`src/rtl/pe_seq_fsm.sv`:
```
// PE array sequencer: ifm/weight read strobes plus delayed partial-sum flags.
// Optional stall performance counter when PE_SEQ_PERF_EN is defined.
module pe_seq_fsm #(
    parameter int TILE_LEN     = 16,
    parameter int WGT_LEN      = 4,
    parameter int OUT_LAT      = 4,
    parameter int CFG_W        = 2,
    parameter int CH_UNIT      = 8,
    parameter int TILES_PER_CO = 52,
    parameter int PASS_W       = 12
) (
    input  logic             clk,
    input  logic             rst,
    input  logic             start_conv,
    input  logic             start_again,
    input  logic [CFG_W-1:0] cfg_ci,
    input  logic [CFG_W-1:0] cfg_co,
    input  logic             stall,
    output logic             ifm_read,
    output logic             wgt_read,
    output logic             p_valid_out,
    output logic             last_ch_out,
    output logic             tile_done,
    output logic             end_conv,
    output logic             busy
`ifdef PE_SEQ_PERF_EN
    ,
    output logic [31:0]      perf_stall_cnt
`endif
);

    localparam int CH_MAX   = (2 ** CFG_W) * CH_UNIT;
    localparam int CH_W     = $clog2(CH_MAX + 1);
    localparam int STEP_MAX = (TILE_LEN > WGT_LEN) ? TILE_LEN : WGT_LEN;
    localparam int STEP_W   = $clog2(STEP_MAX + 1);

    localparam logic [STEP_W-1:0] LOAD_END   = STEP_W'(WGT_LEN - 1);
    localparam logic [STEP_W-1:0] STREAM_END = STEP_W'(TILE_LEN - 1);

    typedef enum logic [1:0] {
        S_IDLE,
        S_LOAD,
        S_STREAM,
        S_DONE
    } state_e;

    state_e              state_q, state_d;
    logic [STEP_W-1:0]   step_q, step_d;
    logic [CH_W-1:0]     ch_q, ch_d;
    logic [CH_W-1:0]     ci_q, ci_d;
    logic [CH_W-1:0]     co_q, co_d;
    logic [PASS_W-1:0]   pass_q, pass_d;
    logic [OUT_LAT-1:0]  pv_pipe_q;
    logic [OUT_LAT-1:0]  lc_pipe_q;

    logic                pv_raw;
    logic                lc_raw;
    logic                ch_last;
    logic                pass_last;
    logic [CH_W:0]       ch_inc;
    logic [PASS_W:0]     pass_inc;
    logic [PASS_W-1:0]   pass_total;
    logic [CH_W-1:0]     ci_cfg;
    logic [CH_W-1:0]     co_cfg;

    // ">=" rather than "==" so an unconfigured ci/co of 0 behaves like 1
    assign ch_inc     = {1'b0, ch_q} + (CH_W + 1)'(1);
    assign ch_last    = ch_inc >= {1'b0, ci_q};
    assign pass_total = PASS_W'(co_q) * PASS_W'(TILES_PER_CO);
    assign pass_inc   = {1'b0, pass_q} + (PASS_W + 1)'(1);
    assign pass_last  = pass_inc >= {1'b0, pass_total};

    assign ci_cfg = CH_W'((int'(cfg_ci) + 1) * CH_UNIT);
    assign co_cfg = CH_W'((int'(cfg_co) + 1) * CH_UNIT);

    always_comb begin
        state_d   = state_q;
        step_d    = step_q;
        ch_d      = ch_q;
        ci_d      = ci_q;
        co_d      = co_q;
        pass_d    = pass_q;
        ifm_read  = 1'b0;
        wgt_read  = 1'b0;
        pv_raw    = 1'b0;
        lc_raw    = 1'b0;
        tile_done = 1'b0;
        end_conv  = 1'b0;

        unique case (state_q)
            S_IDLE: begin
                if (start_conv) begin
                    ci_d   = ci_cfg;
                    co_d   = co_cfg;
                    pass_d = '0;
                end else if (start_again) begin
                    step_d  = '0;
                    state_d = S_LOAD;
                end
            end

            S_LOAD: begin
                if (!stall) begin
                    ifm_read = 1'b1;
                    wgt_read = 1'b1;
                    if (step_q == LOAD_END) begin
                        step_d  = '0;
                        state_d = S_STREAM;
                    end else begin
                        step_d = step_q + STEP_W'(1);
                    end
                end
            end

            S_STREAM: begin
                if (!stall) begin
                    ifm_read = 1'b1;
                    pv_raw   = 1'b1;
                    lc_raw   = ch_last;
                    if (step_q == STREAM_END) begin
                        step_d = '0;
                        if (!ch_last) begin
                            ch_d    = ch_q + CH_W'(1);
                            state_d = S_LOAD;
                        end else begin
                            ch_d      = '0;
                            tile_done = 1'b1;
                            if (pass_last) begin
                                state_d = S_DONE;
                            end else begin
                                pass_d  = pass_q + PASS_W'(1);
                                state_d = S_IDLE;
                            end
                        end
                    end else begin
                        step_d = step_q + STEP_W'(1);
                    end
                end
            end

            S_DONE: begin
                end_conv = 1'b1;
                pass_d   = '0;
                state_d  = S_IDLE;
            end

            default: begin
                state_d = S_IDLE;
            end
        endcase
    end

    always_ff @(posedge clk) begin
        if (rst) begin
            state_q <= S_IDLE;
            step_q  <= '0;
            ch_q    <= '0;
            ci_q    <= '0;
            co_q    <= '0;
            pass_q  <= '0;
        end else begin
            state_q <= state_d;
            step_q  <= step_d;
            ch_q    <= ch_d;
            ci_q    <= ci_d;
            co_q    <= co_d;
            pass_q  <= pass_d;
        end
    end

    // Delay pipe shifts every cycle, so stalls show up as bubbles downstream
    always_ff @(posedge clk) begin
        if (rst) begin
            pv_pipe_q <= '0;
            lc_pipe_q <= '0;
        end else begin
            pv_pipe_q[0] <= pv_raw;
            lc_pipe_q[0] <= lc_raw;
            for (int i = 1; i < OUT_LAT; i++) begin
                pv_pipe_q[i] <= pv_pipe_q[i-1];
                lc_pipe_q[i] <= lc_pipe_q[i-1];
            end
        end
    end

    assign p_valid_out = pv_pipe_q[OUT_LAT-1];
    assign last_ch_out = lc_pipe_q[OUT_LAT-1];
    assign busy        = (state_q != S_IDLE);

`ifdef PE_SEQ_PERF_EN
    logic [31:0] perf_q, perf_d;
    logic        perf_hit;

    assign perf_hit = stall && ((state_q == S_LOAD) || (state_q == S_STREAM));

    always_comb begin
        perf_d = perf_q;
        if ((state_q == S_IDLE) && start_conv) begin
            perf_d = '0;
        end else if (perf_hit && (perf_q != '1)) begin
            perf_d = perf_q + 32'd1;
        end
    end

    always_ff @(posedge clk) begin
        if (rst) begin
            perf_q <= '0;
        end else begin
            perf_q <= perf_d;
        end
    end

    assign perf_stall_cnt = perf_q;
`endif

endmodule

```
`config.mk`:
```
export PLATFORM = sky130hd
export DESIGN_NAME = pe_seq_fsm
export DESIGN_NICKNAME = d
export VERILOG_FILES = /design/src/rtl/pe_seq_fsm.sv
export SDC_FILE = /design/constraint.sdc
export NUM_CORES = 1
export LEC_CHECK = 0
export ABC_AREA = 1
export CAP_MARGIN = 20
export CORE_MARGIN = 2
export CORE_UTILIZATION = 65
export CTS_BUF_LIST = sky130_fd_sc_hd__clkbuf_8
export DETAILED_ROUTE_END_ITERATION = 8
export PLACE_DENSITY = 0.86
export SLEW_MARGIN = 20
export SYNTH_ARGS = -nofsm -noshare
export SYNTH_HDL_FRONTEND = slang
export SYNTH_SLANG_ARGS = --single-unit
```
`constraint.sdc`:
```
create_clock -name clk -period 5.45 [get_ports clk]
set_input_delay 0.545 -clock clk [delete_from_list [all_inputs] [get_ports clk]]
set_output_delay 0.545 -clock clk [all_outputs]
set_load 0.02 [all_outputs]
```
After elaboration in Yosys (flattened, before gate mapping)
Cells that the tools add are included.
Widths: inputs -> output; s select.
{ "word_totals": {"register_bits": 39, "elab_cells": 79, "out_inout_bits": 7} }
{ "classes": {"multipliers": 1, "add_sub_neg": 7, "n_reduce_logical": 12, "order_cmp": 2, "bitwise_logic": 2, "mux": 31, "eq_ne": 14} }
{ "ops": {"columns": ["op", "n"], "rows": [
  ["$mux 12", 5],
  ["$pmux 12 s3", 1],
  ["$mux 5", 6],
  ["$ne 2x2->1 const B", 9],
  ["$mux 2", 8],
  ["$pmux 5 s3", 1],
  ["$add 12x1->13 const B", 1],
  ["$ge 13x12->1", 1],
  ["$add 12x1->12 const B", 1],
  ["$reduce_and 6->1", 2],
  ["$mux 1", 8],
  ["$pmux 2 s4", 1],
  ["$add 6x1->7 const B", 1],
  ["$ge 7x6->1", 1],
  ["$mul 3x4->7 const B", 1],
  ["$add 2x1->3 const B", 2],
  ["$add 6x1->6 const B", 1],
  ["$mux 6", 1],
  ["$reduce_bool 3->1", 2],
  ["$add 5x1->5 const B", 1],
  ["$eq 5x2->1 const B", 1],
  ["$eq 5x4->1 const B", 1],
  ["$reduce_and 5->1", 1],
  ["$eq 2x2->1 const B", 2],
  ["8 further kinds", 10]
]} }

Longest topological paths before layout
{ "logic_depth": {"depth_word": 7, "mapped_depth": 19, "ltp_nobuf": 19} }

Worst setup path before layout
No wires, ideal clock.
{ "synth_timing": {"path_kind": "reg2reg", "startpoint": "register co_q[4]", "endpoint": "register pass_q[11]", "stages_incl_launch_ff": 14, "path_buffers": 1, "setup_ns": 0.115, "period_less_slack_ns": 2.440, "path_slack_ns": 3.010, "t_arrival_ns": 2.325, "cell_sequence": "dfxtp_1 > inv_1 > ha_1 > fa_1 > xor2_1 > ha_1 > a21o_1 > a21oi_1 > nand2_2 > nand2_4 > buf_6 > nand3_1 > nand2_1 > nor2_1"} }
{ "synth_between": {"elab_chain_cells": 4} }
{ "synth_rtl": {"columns": ["item", "line_no", "source"], "rows": [
  ["start: declaration", "51", "logic [CH_W-1:0] co_q, co_d;"],
  ["start signal: assignment", "166", "co_q <= co_d;"],
  ["$mul 3x4->7", "69", "assign pass_total = PASS_W'(co_q) * PASS_W'(TILES_PER_CO);"],
  ["$ge 13x12->1", "71", "assign pass_last = pass_inc >= {1'b0, pass_total};"],
  ["$ne 2x2->1 (no line)", null, null],
  ["$reduce_and 6->1 (no line)", null, null],
  ["end signal: assignment", "167", "pass_q <= pass_d;"],
  ["end: declaration", "52", "logic [PASS_W-1:0] pass_q, pass_d;"]
]} }
Every way passes these cells.
A chain may end at the register's enable or synchronous reset.

Worst setup path after layout
{ "layout_timing": {"startpoint": "register state_q[0]", "endpoint": "output port tile_done"} }
{ "layout_between": {"elab_chain_cells": 2} }
{ "layout_rtl": {"columns": ["item", "line_no", "source"], "rows": [
  ["start: declaration", "47", "state_e state_q, state_d;"],
  ["start signal: assignment", "162", "state_q <= state_d;"],
  ["$eq 2x2->1", "90", "unique case (state_q)"],
  ["$mux 1", "90", null],
  ["end: declaration", "23", "output logic tile_done,"]
]} }
Every way passes these cells.

==> run summary <==
Summing all placed instances gives a cell area of 2650 um2. The tools report the total half-perimeter wirelength after legalization and detailed placement as 3.47 mm. Element type at the critical path start: a flop. The longest clock path from root to sink contains 2 buffers. The hold violation count in the final report was 0; the core area was 3690 um2.

Including well taps, the total number of placed cells is 407. In this design, the stage delay of the slowest critical-path cell is 0.62 ns. The number of global-route vias before repair was 2047; the worst-case register-to-register setup slack was 2.64 ns. Total vias in the final route: 2221. Dividing the detail-routed via count by the number of cells gives 5.35. The die boundary width works out to 66.0 um. Number of failing setup endpoints in the final timing report: 0. A synthesized cell averages 7.09 um2. The count of nets left with antenna violations once routing finished came out at 0. With fillers left out, the area of the finished cells amounts to 2790 um2.

Broken down by cell family, the worst path's largest delay share belongs to buffers and inverters. In the synthesized netlist, the number of instances is 353. The worst register-to-register path has a depth of 16.

The site row count came out at 22. The run finished with clean final reports. The termination of the worst setup path is tile_done.

Entering global routing, the biggest net connects 25 pins. The count of buffers from port buffering is 15, and the core utilization of the finished layout is 75.5%. The worst reg2reg path endpoint was pass_q[1]. The run gives 48.7% as the power share of the combinational group. Clock tree synthesis selected as its root buffer the cell sky130_fd_sc_hd__clkbuf_8. For the number of max-cap violations, the log shows 0.

Yosys instantiated no cell more often than sky130_fd_sc_hd__nand2_1. The launching element of the worst setup path is state_q[0]. The number of gates resized after CTS was 0. In this run the cell area of the synthesized design comes to 2500 um2. The wire length on met2 is 2.27 mm, and the transition time at the pin with the least slew margin is 0.682 ns.

Buffers inserted during clock tree synthesis total 5. For this run, the number of standard cells in the final layout without fillers is 415. The worst pin sits at a relative slew slack of 54.5%. The run gives 292 as the fill cell instance count of the final layout. The number of nets handed over by synthesis was 392. The first-pass iteration count of the detailed router came out at 4.

The highest routed metal layer was met4. The run gives 0.000360 V as the largest vdd supply drop. The primary flip-flop cell chosen by synthesis mapping is sky130_fd_sc_hd__dfxtp_1.

The net switching power figure is 0.595 mW. In the final routed layout, each cell accounts on average for 11.5 um. After detailed routing, the total wire length is 4.77 mm.

The final layout contains 405 nets. Buffers added to address setup during post-CTS repair amount to 0. Counting flops with a built-in enable in the synthesized netlist gives 0. Of the total power, the share spent switching nets is 42.8%.

The critical path contains buffers and inverters numbering 4 combined. Hold repair after CTS inserted 0 buffers. For the top-level port count, the log shows 16.

The share of total power dissipated in the clock network is 20.6%. Registers are responsible for 30.7% of the overall power. Of the synthesized area, sequential elements account for 31.2%. The worst hold path belongs to the class flop to flop. The DRC violations left is 0, and the first-pass GRT wire length is 8.35 mm. The die span in y came out at 66.0 um. sky130_fd_sc_hd__dfxtp_1 takes more of the synthesized area than any other cell. Ranked by instance count, the synthesized netlist is headed by sky130_fd_sc_hd__nand2_1 (70), sky130_fd_sc_hd__inv_1 (48), sky130_fd_sc_hd__nor2_1 (46). The repair_antennas step left the layout with diodes totalling 0.

By area the synthesized netlist is led by sky130_fd_sc_hd__dfxtp_1 (31%), sky130_fd_sc_hd__ha_1 (15%), sky130_fd_sc_hd__nand2_1 (11%). Synthesis inferred 39 register bits. The clock insertion delay at the later pin of the skew report came out at 0.29 ns.

The required time of the worst setup path is 4.91 ns. Setup clock skew after layout: 0.00600 ns. After synthesis, the netlist uses 36 different library cells.

Setup repair after global routing left no endpoint under its margin. Dividing the final minimum period by the clock period gives 63.9%. The startpoint identified for the worst register-to-register timing path is pass_q[0]. Of all nets on the critical path, the largest fanout is 17. The run gives 287 MHz as the highest achievable clock rate. The worst setup path is captured at a primary output.

Summed over all failing endpoints, the final setup total negative slack is 0 ns. Counting flops with an async set or reset pin after synthesis yields a share of 0%. The tools report the number of antenna violations at the first check in global routing as 0. After detailed routing, the wire length on met1 is 2.28 mm.

Total power for the finished layout comes to 1.39 mW. Cell internal power was estimated by the tool at 0.796 mW. The signal on the critical path passes through inv_1, ha_1, inv_2, nor3_2, inv_1, nor2_1, clkdlybuf4s50_1. Among all stages on the critical path, the largest delay is contributed by sky130_fd_sc_hd__ha_1.

The DRC marker count from the first detailed-route iteration was 69. Counting every sink on the clock net gives 39. The area of the die was 4360 um2. Across every metal layer, demand over resource in global routing totals 24.4%. The smallest setup slack after layout was 1.97 ns; the clock transition at the registers of the reported paths was 0.08 ns. In the final layout, the share of cells above drive strength 1 is 5.45%.

The run gives 0.827 as the final weighted congestion in routability-driven placement. The count of pins over their slew limit was 0. The H-tree depth is 2, and the Yosys warning count is 0. The worst path needs 3.48 ns of the cycle, external delays included. Counting instances, the worst hold path has a depth of 2. The run gives 0.402 ns as the worst hold slack across all endpoints. The sum of met3 wire segment lengths after detailed routing was 163 um. Summed over its instances, the top area cell type makes up 31.2% of the synthesized netlist area. TritonCTS built the clock tree.

The starting density of the core was 67.8%. The relative area change from synthesis to final layout was 11.4%; the post-place setup slack was 2.32 ns. The analysis attributes to cell leakage a power of 1.26 nW. The critical path is of the flop to primary output type.

For this run the aggregate overflow at the end of global routing stands at 0. The critical path crosses 7 cells after its start point. Dominant cell type by count on the critical path: sky130_fd_sc_hd__inv_1.

Data arrival at the endpoint of the critical path: 2.94 ns. Power spread over the standard cell area amounts to 499 nW/um2.
-- cell families (layout without fill, tap and decap cells) --
logic type	after synthesis	count (layout)	synth area share, %
and+or+nand+nor	161	161	27.9
buffers and inverters	59	73	9.95
DFF	39	39	31.2
xor gates and xnor gates	11	11	3.85
AOI/OAI and AO/OA	53	53	11.8
adders and majority gates	30	30	15.3
-- per-layer routing --
metal	track usage [%]	vias to the layer above
li1	-	1168
met4	7.65	0
met5	0	-
met2	44.3	37
met3	4.26	5
met1	29.1	1011
-- cell usage in the layout (no fill, tap or decap), types with 2 or more instances in the layout --
cell / count
sky130_fd_sc_hd__dfxtp_1: 39
sky130_fd_sc_hd__xnor2_1: 3
sky130_fd_sc_hd__nor2_1: 46
sky130_fd_sc_hd__nand4_1: 3
sky130_fd_sc_hd__clkbuf_8: 5
sky130_fd_sc_hd__xor2_1: 8
sky130_fd_sc_hd__nand3_1: 29
sky130_fd_sc_hd__a21oi_1: 27
sky130_fd_sc_hd__inv_2: 2
sky130_fd_sc_hd__o21ai_0: 14
sky130_fd_sc_hd__bufinv_16: 2
sky130_fd_sc_hd__nand2_1: 70
sky130_fd_sc_hd__inv_1: 48
sky130_fd_sc_hd__clkdlybuf4s50_1: 15
sky130_fd_sc_hd__nand2_2: 2
sky130_fd_sc_hd__a211oi_1: 6
sky130_fd_sc_hd__ha_1: 29
sky130_fd_sc_hd__or2_2: 2
-- worst reg2reg max path: cells and delay by family, from the launching register on --
kind / cells / cell delay, ns
AOI/OAI and AO/OA: 2 / 0.41
adders and majority gates: 2 / 0.55
DFF: 1 / 0.40
and+or+nand+nor: 11 / 1.16
xor gates and xnor gates: 1 / 0.22
-- layout make-up --
cell class / count / area (um2) / area share, %
clock inverters: 3 / 67.6 / 2.42
repair buffers: 15 / 150 / 5.39
inverters: 50 / 188 / 6.74
clock buffers: 5 / 68.8 / 2.47
multi-input cells: 255 / 1470 / 52.8
well taps: 48 / 60.1 / 2.16
flip-flops and latches: 39 / 781 / 28.0
-- state kept, by name (all words and copies together) (netlist names) --
register   count
pass_q        12
ch_q           6
step_q         5
lc_pipe_q      4
pv_pipe_q      4
ci_q           3
co_q           3
state_q        2
-- power by group through the flow --
stage / logic [mW] / registers [mW] / clock network, mW
6_report: 0.678 / 0.428 / 0.286
5_1_grt: 0.774 / 0.438 / 0.298
4_1_cts: 0.673 / 0.427 / 0.289
3_5_place_dp: 0.662 / 0.433 / 0
3_3_place_gp: 0.633 / 0.431 / 0
2_1_floorplan: 0.542 / 0.414 / 0
-- how the worst min path moves through the flow --
stage                 startpoint            to
floorplan           lc_pipe_q[0]  lc_pipe_q[1]
global placement    lc_pipe_q[1]  lc_pipe_q[2]
detailed placement  lc_pipe_q[2]  lc_pipe_q[3]
CTS                 lc_pipe_q[2]  lc_pipe_q[3]
global route        lc_pipe_q[1]  lc_pipe_q[2]
finish              lc_pipe_q[1]  lc_pipe_q[2]
Power figures use the tool's default switching activity.
